==> src/rtl/debug_uart_streamer_if.sv <==
// debug_uart_streamer_if: cpu debug-port inputs and UART/status outputs of the streamer
interface debug_uart_streamer_if;
   logic       trigger;
   logic [7:0] debug_port1, debug_port2, debug_port3, debug_port4;
   logic [7:0] debug_port5, debug_port6, debug_port7;
   logic       tx;
   logic       busy;
   logic [7:0] frames_sent;
   logic [7:0] dropped;
   modport master (
      output trigger, debug_port1, debug_port2, debug_port3, debug_port4,
             debug_port5, debug_port6, debug_port7,
      input  tx, busy, frames_sent, dropped
   );
   modport slave (
      input  trigger, debug_port1, debug_port2, debug_port3, debug_port4,
             debug_port5, debug_port6, debug_port7,
      output tx, busy, frames_sent, dropped
   );
endinterface

==> src/rtl/debug_uart_streamer.sv <==
// debug_uart_streamer: snapshots seven debug bytes on a trigger edge and sends them
// as an 8N1 frame: sync byte, payload 1..7, XOR checksum.
module debug_uart_streamer #(
   parameter int         CLKS_PER_BIT = 434,
   parameter logic [7:0] SYNC_BYTE    = 8'hA5
) (
   input logic clk,
   input logic nreset,
   debug_uart_streamer_if.slave s
);
   localparam int CW = (CLKS_PER_BIT > 1) ? $clog2(CLKS_PER_BIT) : 1;
   localparam logic [CW-1:0] LAST = CW'(CLKS_PER_BIT - 1);
   typedef enum logic [1:0] {IDLE, START, DATA, STOP} state_t;
   state_t          state, state_nx;
   logic [CW-1:0]   cnt, cnt_nx;
   logic [2:0]      bit_idx, bit_nx;
   logic [3:0]      byte_idx, byte_nx;
   logic [8:0][7:0] frame;
   logic [7:0]      cks;
   logic            trig_q, rise, last, done, tx_nx;
   assign rise = s.trigger & ~trig_q;
   assign last = cnt == LAST;
   assign cks  = s.debug_port1 ^ s.debug_port2 ^ s.debug_port3 ^ s.debug_port4 ^
                 s.debug_port5 ^ s.debug_port6 ^ s.debug_port7;
   always_comb begin
      state_nx = state;
      bit_nx   = bit_idx;
      byte_nx  = byte_idx;
      done     = 1'b0;
      cnt_nx   = (state == IDLE || last) ? '0 : cnt + 1'b1;
      case (state)
         IDLE: if (rise) begin
            state_nx = START;
            byte_nx  = '0;
         end
         START: if (last) begin
            state_nx = DATA;
            bit_nx   = '0;
         end
         DATA: if (last) begin
            state_nx = (bit_idx == 3'd7) ? STOP : DATA;
            bit_nx   = bit_idx + 1'b1;
         end
         STOP: if (last) begin
            state_nx = (byte_idx < 4'd8) ? START : IDLE;
            byte_nx  = (byte_idx < 4'd8) ? byte_idx + 1'b1 : byte_idx;
            done     = byte_idx == 4'd8;
         end
         default: state_nx = IDLE;
      endcase
   end
   // tx is computed from next state so the registered line changes with the state
   assign tx_nx = (state_nx == START) ? 1'b0 :
                  (state_nx == DATA)  ? frame[byte_nx][bit_nx] : 1'b1;
   always_ff @(posedge clk or negedge nreset) begin
      if (!nreset) begin
         state         <= IDLE;
         cnt           <= '0;
         bit_idx       <= '0;
         byte_idx      <= '0;
         frame         <= '0;
         trig_q        <= 1'b0;
         s.tx          <= 1'b1;
         s.busy        <= 1'b0;
         s.frames_sent <= '0;
         s.dropped     <= '0;
      end else begin
         state    <= state_nx;
         cnt      <= cnt_nx;
         bit_idx  <= bit_nx;
         byte_idx <= byte_nx;
         trig_q   <= s.trigger;
         s.tx     <= tx_nx;
         s.busy   <= state_nx != IDLE;
         if (state == IDLE && rise)
            frame <= {cks, s.debug_port7, s.debug_port6, s.debug_port5, s.debug_port4,
                      s.debug_port3, s.debug_port2, s.debug_port1, SYNC_BYTE};
         if (done)
            s.frames_sent <= s.frames_sent + 1'b1;
         if (rise && state != IDLE && s.dropped != 8'hFF)
            s.dropped <= s.dropped + 1'b1;
      end
   end
endmodule

==> src/flat_wrapper.sv <==
// flat-port wrapper written by rule: the top's interface ports become plain ports
module debug_uart_streamer_flat 
#(
   parameter int         CLKS_PER_BIT = 434,
   parameter logic [7:0] SYNC_BYTE    = 8'hA5
)
  (clk, nreset, s_trigger, s_debug_port1, s_debug_port2, s_debug_port3, s_debug_port4, s_debug_port5, s_debug_port6, s_debug_port7, s_tx, s_busy, s_frames_sent, s_dropped);
  debug_uart_streamer_if s_i ();
  input logic clk;
  input logic nreset;
  input wire logic [$bits(s_i.trigger)-1:0] s_trigger;
  input wire logic [$bits(s_i.debug_port1)-1:0] s_debug_port1;
  input wire logic [$bits(s_i.debug_port2)-1:0] s_debug_port2;
  input wire logic [$bits(s_i.debug_port3)-1:0] s_debug_port3;
  input wire logic [$bits(s_i.debug_port4)-1:0] s_debug_port4;
  input wire logic [$bits(s_i.debug_port5)-1:0] s_debug_port5;
  input wire logic [$bits(s_i.debug_port6)-1:0] s_debug_port6;
  input wire logic [$bits(s_i.debug_port7)-1:0] s_debug_port7;
  output wire logic [$bits(s_i.tx)-1:0] s_tx;
  output wire logic [$bits(s_i.busy)-1:0] s_busy;
  output wire logic [$bits(s_i.frames_sent)-1:0] s_frames_sent;
  output wire logic [$bits(s_i.dropped)-1:0] s_dropped;
  assign s_i.trigger = s_trigger;
  assign s_i.debug_port1 = s_debug_port1;
  assign s_i.debug_port2 = s_debug_port2;
  assign s_i.debug_port3 = s_debug_port3;
  assign s_i.debug_port4 = s_debug_port4;
  assign s_i.debug_port5 = s_debug_port5;
  assign s_i.debug_port6 = s_debug_port6;
  assign s_i.debug_port7 = s_debug_port7;
  assign s_tx = s_i.tx;
  assign s_busy = s_i.busy;
  assign s_frames_sent = s_i.frames_sent;
  assign s_dropped = s_i.dropped;
  debug_uart_streamer #(.CLKS_PER_BIT(CLKS_PER_BIT), .SYNC_BYTE(SYNC_BYTE)) u_core (.clk(clk), .nreset(nreset), .s(s_i));
endmodule
==> config.mk <==
export PLATFORM = sky130hd
export DESIGN_NAME = debug_uart_streamer_flat
export DESIGN_NICKNAME = d
export VERILOG_FILES = /design/src/rtl/debug_uart_streamer_if.sv /design/src/rtl/debug_uart_streamer.sv /design/src/flat_wrapper.sv
export SDC_FILE = /design/constraint.sdc
export NUM_CORES = 1
export LEC_CHECK = 0
export ABC_AREA = 1
export BUFFER_PORTS_ARGS = -buffer_cell sky130_fd_sc_hd__buf_2
export CAP_MARGIN = 10
export CORE_MARGIN = 4
export CORE_UTILIZATION = 40
export CTS_CLUSTER_DIAMETER = 80
export CTS_CLUSTER_SIZE = 14
export DETAILED_ROUTE_END_ITERATION = 8
export PLACE_DENSITY_LB_ADDON = 0.1
export SLEW_MARGIN = 0
export SYNTH_ARGS = -nofsm -noshare
export SYNTH_HDL_FRONTEND = slang
export SYNTH_SLANG_ARGS = --single-unit
==> constraint.sdc <==
create_clock -name clk -period 3.3 [get_ports clk]
set_clock_uncertainty 0.15 [all_clocks]
set_input_delay 0.33 -clock clk [delete_from_list [all_inputs] [get_ports clk]]
set_output_delay 0.33 -clock clk [all_outputs]
set_load 0.005 [all_outputs]
# After elaboration in Yosys (flattened, before gate mapping)
# Cells that the tools add are included.
# classes
n_eq_ne	9
bitwise	8
reduce_logical	7
mux	23
order_cmp	3
add_sub_neg	5
# ops
operator	n
XOR 8 bit	6
binary-select mux 8 bit (select 4 bit)	1
adder 8 x 1 -> 8 bit, second input constant	2
two-way mux 4 bit	3
adder 9 x 1 -> 9 bit, second input constant	1
== test 9 bit, second input constant	1
two-way mux 9 bit	1
two-way mux 2 bit	4
two-way mux 8 bit	1
!= test 8 bit, second input constant	1
case mux 2 bit (4 select lines)	1
case mux 4 bit (2 select lines)	1
two-way mux 1 bit	7
== test 2 bit, second input constant	3
two-way mux 3 bit	2
case mux 3 bit (2 select lines)	1
less-than comparator 4 x 5 -> 1 bit, second input constant	1
adder 4 x 1 -> 4 bit, second input constant	1
== test 2 x 1 -> 1 bit, second input constant	2
== test 4 bit, second input constant	1
less-than comparator 3 x 4 -> 1 bit, second input constant	1
less-than comparator 4 bit, second input constant	1
nonzero test 2 bit	2
adder 3 x 1 -> 3 bit, second input constant	1
other kinds (7)	9
# totals
ff_bits	102
output_inout_bits	18
elab_cells	73
in_bits	59

# Depth between registers and ports, before layout
# depth
word_depth	10
ltp_mapped	20
ltp_nobuf	20

# Least setup slack after synthesis
# No wires, ideal clock.
# synth_path
path_type	register to register
startpoint	register u_core.cnt[1]
endpoint	register u_core.s.tx
t_required_ps	3083
period_less_slack_ps	2362
path_slack_ps	938
n_path_buf	0
path_stages_with_launch	18
arrival_ps	2145
setup_ps	67
cell_sequence	dfrtp_1 -> inv_1 -> ha_1 -> nand3b_1 -> nor2_2 -> nand2_1 -> ha_1 -> o211ai_1 -> o21ai_2 -> inv_2 -> a21oi_1 -> nand2_1 -> nand3_1 -> nand3_1 -> nand2_1 -> nor2_1 -> nor2_1 -> nor2_1
# synth_between
word_cells_on_any_way	18
# synth_rtl
element	line_no	source
start, declared	debug_uart_streamer.sv:15	logic [CW-1:0] cnt, cnt_nx;
start signal, assigned	debug_uart_streamer.sv:69	cnt <= cnt_nx;
== test 9 bit *	debug_uart_streamer.sv:22	assign last = cnt == LAST;
two-way mux 3 bit (on tied branches)	debug_uart_streamer.sv:40, debug_uart_streamer.sv:36	
case mux 3 bit (2 select lines) *	debug_uart_streamer.sv:31	case (state)
named net u_core.bit_nx[0]	debug_uart_streamer.sv:16	logic [2:0] bit_idx, bit_nx;
binary-select mux 1 bit (select 3 bit) *	debug_uart_streamer.sv:54	(state_nx == DATA) ? frame[byte_nx][bit_nx] : 1'b1;
two-way mux 1 bit (not written as such) *	debug_uart_streamer.sv:54	
two-way mux 1 bit *	debug_uart_streamer.sv:54	
two-way mux 1 bit *	debug_uart_streamer.sv:53	assign tx_nx = (state_nx == START) ? 1'b0 :
named net u_core.tx_nx	debug_uart_streamer.sv:20	logic trig_q, rise, last, done, tx_nx;
end signal, assigned	debug_uart_streamer.sv:73	s.tx <= tx_nx;
end, declared	debug_uart_streamer_if.sv:18	output tx, busy, frames_sent, dropped
# Mark *: on every way through the listed nets, which the timed path passes. The rest lies on a longest branch. The select of a mux whose other input is x is not followed.
# A chain may end at the register's enable or synchronous reset.

# Worst setup path in the final report
# layout_path
startpoint	register u_core.state[0]
endpoint	register u_core.s.tx
# layout_between
elab_chain_cells	8
word_cells_on_any_way	19
# layout_rtl
element	line_no	source
start, declared	debug_uart_streamer.sv:14	state_t state, state_nx;
start signal, assigned	debug_uart_streamer.sv:68	state <= state_nx;
== test 2 bit / logical NOT 2 bit (equally long branches)	debug_uart_streamer.sv:31	
case mux 4 bit (2 select lines)	debug_uart_streamer.sv:31	
binary-select mux 8 bit (select 4 bit)	debug_uart_streamer.sv:54	
two-way mux 8 bit (not written as such)	debug_uart_streamer.sv:54	
binary-select mux 1 bit (select 3 bit)	debug_uart_streamer.sv:54	
two-way mux 1 bit (not written as such)	debug_uart_streamer.sv:54	
two-way mux 1 bit	debug_uart_streamer.sv:54	
two-way mux 1 bit *	debug_uart_streamer.sv:53	
named net u_core.tx_nx	debug_uart_streamer.sv:20	
# Marked as above.

==> results summary <==
The number of detailed-routing iterations run before antenna repair came out at 4. In the synthesized netlist the dominant register cell turns out to be sky130_fd_sc_hd__dfrtp_1. The number of unique standard cell types used by synthesis is 38. The routability congestion estimate from global placement is 0.869. Summed over all failing endpoints, the final setup total negative slack is 0 ps.

Relative to the synthesized area, the layout overhead comes to 15.7%. The CTS sink count came out at 102. The via count of the first global-routing pass is 4743. In the final layout, the share of cells above drive strength 1 is 0.163. The number of diodes came out at 0. The top cell types in the final layout, fill and taps aside, are sky130_fd_sc_hd__nand2_1, sky130_fd_sc_hd__dfrtp_1, sky130_fd_sc_hd__buf_2, sky130_fd_sc_hd__nand3_1, sky130_fd_sc_hd__inv_1. The final-stage net count came out at 844. In this run the static leakage power is 3.22 nW. The count of buffers added on input and output ports is 76. At the pin with the least slew margin, the transition time is 759 ps. By area the synthesized netlist is led by sky130_fd_sc_hd__dfrtp_1, sky130_fd_sc_hd__nand2_1, sky130_fd_sc_hd__xnor2_1. The number of enable-type register cells in the synthesized netlist is 0. The HPWL after detailed placement is 10400 um. The time the worst path needs with I/O delays and setup came out at 2920 ps. The count of pins on the block boundary came out at 77. The effective utilization at floorplan came out at 0.408.

The y dimension of the die is 127 um. The row count came out at 43. The proportion of synthesized chip area in sequential cells is 0.453. The worst slew margin relative to its limit came out at 0.494.

In this run the post-CTS setup repair buffer count came out at 0. The final max-slew violation count is 0. The post-synthesis cell count came out at 696. The via density per instance came out at 4.81. The category of the most critical setup path is flop to flop. The overall via count from detail_route came out at 4600. The post-detailed-route DRC marker count is 0.

The first-pass GRT wire length came out at 23500 um. The synthesis-stage register bit count is 102. The tool flagged a number of max-cap violations equal to 0. For this run the aggregate overflow at the end of global routing stands at 0.

The global-route usage over all layers came out at 0.183. The count of final setup violators is 0. The critical path data arrival time came out at 3050 ps.

The final period utilization came out at 0.884. The number of filler cells placed in the layout came out at 1395. The source-to-sink clock delay at the later pin of the worst-skew pair is 350 ps. In this run the worst hold path is classified as input pin to flop.

The clock passes through at most 2 buffers. The cell area that synthesis handed to floorplanning was 5640 sq um. The utilization after layout came out at 0.472. Power spread over the standard cell area amounts to 681 nW/um^2. The worst setup path is launched from a flop. The worst-case vdd ir drop came out at 0.290 mV. The synthesized net count came out at 768. The root buffer cell chosen for the clock tree is sky130_fd_sc_hd__clkbuf_16. The horizontal die dimension is 127 um. TritonCTS built the clock tree. The initial antenna violation count came out at 0. The synthesized area divided by synthesized cell count came out at 8.10 sq um. The standard cell core area is 13800 sq um. The maximum number of pins on one net before global-route repair is 59. The count of warnings emitted by yosys came out at 0. The maximum level of the CTS H-tree came out at 3. The share of flip-flops with an asynchronous set or reset after synthesis is 1.00. The detail route stage leaves a number of antenna-violating nets equal to 0. The number of hold violations in the final report was 0. The run finished with clean final reports. The worst endpoint required time is 3430 ps. The detailed-route wire length came out at 13800 um. The sort of element at the end of the critical path is a flop. The biggest area contributor in the post-synthesis netlist is sky130_fd_sc_hd__dfrtp_1. Leaving out fill and tap cells, the most frequent cell in the layout is sky130_fd_sc_hd__nand2_1. The maximum fanout encountered on the critical timing path is 36. The clock transition at the register clock pins on the worst setup and hold paths after CTS came out at 70 ps. Setup repair after global routing left no endpoint under its margin. The share of the synthesized area in the top cell type came out at 0.448. On the final layout, the worst hold slack is 48.8 ps. In the final routed layout, each cell accounts on average for 14.4 um. The peak clock frequency supported by timing is 343 MHz.

The number of clock buffers inserted by TritonCTS came out at 9. The floorplan step defined a die boundary enclosing 16100 sq um. The initial DRC count is 298.
report_power, final:
part	internal, mW	switching [mW]	total (mW)
registers	1.70	0.243	1.95
logic	0.556	0.813	1.37
clock network	0.668	0.458	1.13
Yosys cell counts, types with 3 or more instances:
cell type                  count
sky130_fd_sc_hd__o21ai_0      35
sky130_fd_sc_hd__nand3b_1     20
sky130_fd_sc_hd__nand4_1       4
sky130_fd_sc_hd__inv_1        58
sky130_fd_sc_hd__clkbuf_1     11
sky130_fd_sc_hd__nor3_1        4
sky130_fd_sc_hd__ha_1         13
sky130_fd_sc_hd__buf_2         3
sky130_fd_sc_hd__dfrtp_1     101
sky130_fd_sc_hd__o21ai_2       3
sky130_fd_sc_hd__a21oi_1      20
sky130_fd_sc_hd__xor2_1       11
sky130_fd_sc_hd__nor2_1       31
sky130_fd_sc_hd__nand2_1     231
sky130_fd_sc_hd__inv_2         4
sky130_fd_sc_hd__nand3_1      62
sky130_fd_sc_hd__xnor2_1      51
sky130_fd_sc_hd__nand2_2       3
sky130_fd_sc_hd__nor2_2        4
sky130_fd_sc_hd__buf_6         3
area by class of cell:
class | count | area [sq um] | area share
clock buffer | 13 | 280 | 0.0430
timing repair buffer | 87 | 470 | 0.0721
clock inverter | 3 | 40.0 | 0.00614
tap | 180 | 225 | 0.0345
multi-input combinational | 509 | 2720 | 0.416
sequential | 102 | 2550 | 0.392
inverter | 63 | 236 | 0.0363
path summary, 6_finish.rpt:
path	from	to	slack, ps	depth (start not counted)
max in group asynchronous	nreset	u_core.frame[44]	1790	3
setup reg to reg	u_core.state[0]	u_core.s.tx	380	15
setup / recovery	u_core.state[0]	u_core.s.tx	380	15
hold / removal	s_debug_port7[7]	u_core.frame[71]	50	2
hold reg to reg	u_core.frame[49]	u_core.frame[49]	320	2
min in group asynchronous	nreset	u_core.s.dropped[7]	450	2
per-stage QoR:
stage | cells | setup WS (ps) | total power, mW | instance area [sq um]
detailed placement | 939 | 408 | 3.36 | 6180
CTS | 957 | 389 | 4.52 | 6520
finish | 957 | 383 | 4.44 | 6520
floorplan | 696 | 938 | 2.88 | 5640
global route | 957 | 59.7 | 4.81 | 6520
global placement | 939 | 510 | 3.32 | 6180
kinds of logic after synthesis:
| logic type | after synthesis | synth area share |
|---|---|---|
| simple gates | 367 | 0.290 |
| fa+ha+maj | 13 | 0.0289 |
| mux | 2 | 0.00400 |
| buf+inv | 85 | 0.0666 |
| compound gates | 65 | 0.0615 |
| flops | 102 | 0.453 |
| xor+xnor | 62 | 0.0963 |
registers in the layout, summed over array words and instances, names as in the netlist:
register and flops:
u_core.bit_idx 3, u_core.trig_q 1, u_core.cnt 9, u_core.byte_idx 4, u_core.s.tx 1, u_core.s.frames_sent 8, u_core.s.busy 1, u_core.s.dropped 8
u_core.frame 65, u_core.state 2
worst max-delay path, stage by stage (launching register included):
cell and delay, ps:
sky130_fd_sc_hd__dfrtp_1 400, sky130_fd_sc_hd__inv_1 80, sky130_fd_sc_hd__ha_1 380, sky130_fd_sc_hd__a21oi_1 330
sky130_fd_sc_hd__inv_1 120, sky130_fd_sc_hd__nand2_2 320, sky130_fd_sc_hd__nand2_8 210, sky130_fd_sc_hd__nor2_4 260
sky130_fd_sc_hd__a21oi_1 90, sky130_fd_sc_hd__nand2_1 80, sky130_fd_sc_hd__nand3_1 80, sky130_fd_sc_hd__nand3_1 70
sky130_fd_sc_hd__nand2_1 50, sky130_fd_sc_hd__nor2_1 90, sky130_fd_sc_hd__nor2_1 50, sky130_fd_sc_hd__nor2_1 80
per-layer routing:
layer | wire length, um | vias to the layer above | global-route usage
li1 | - | 2358 | -
met1 | 6400 | 2166 | 0.239
met2 | 6770 | 63 | 0.305
met3 | 383 | 13 | 0.0291
met4 | 253 | 0 | 0.0707
met5 | 0 | - | 0
repair_timing:
action | 4_1_cts | 5_1_grt
hold buffers | 2 | 0
resized for setup | 0 | 0
endpoints found under the hold margin | 55 | 0
Note: power is estimated with default switching activity, not from simulation.
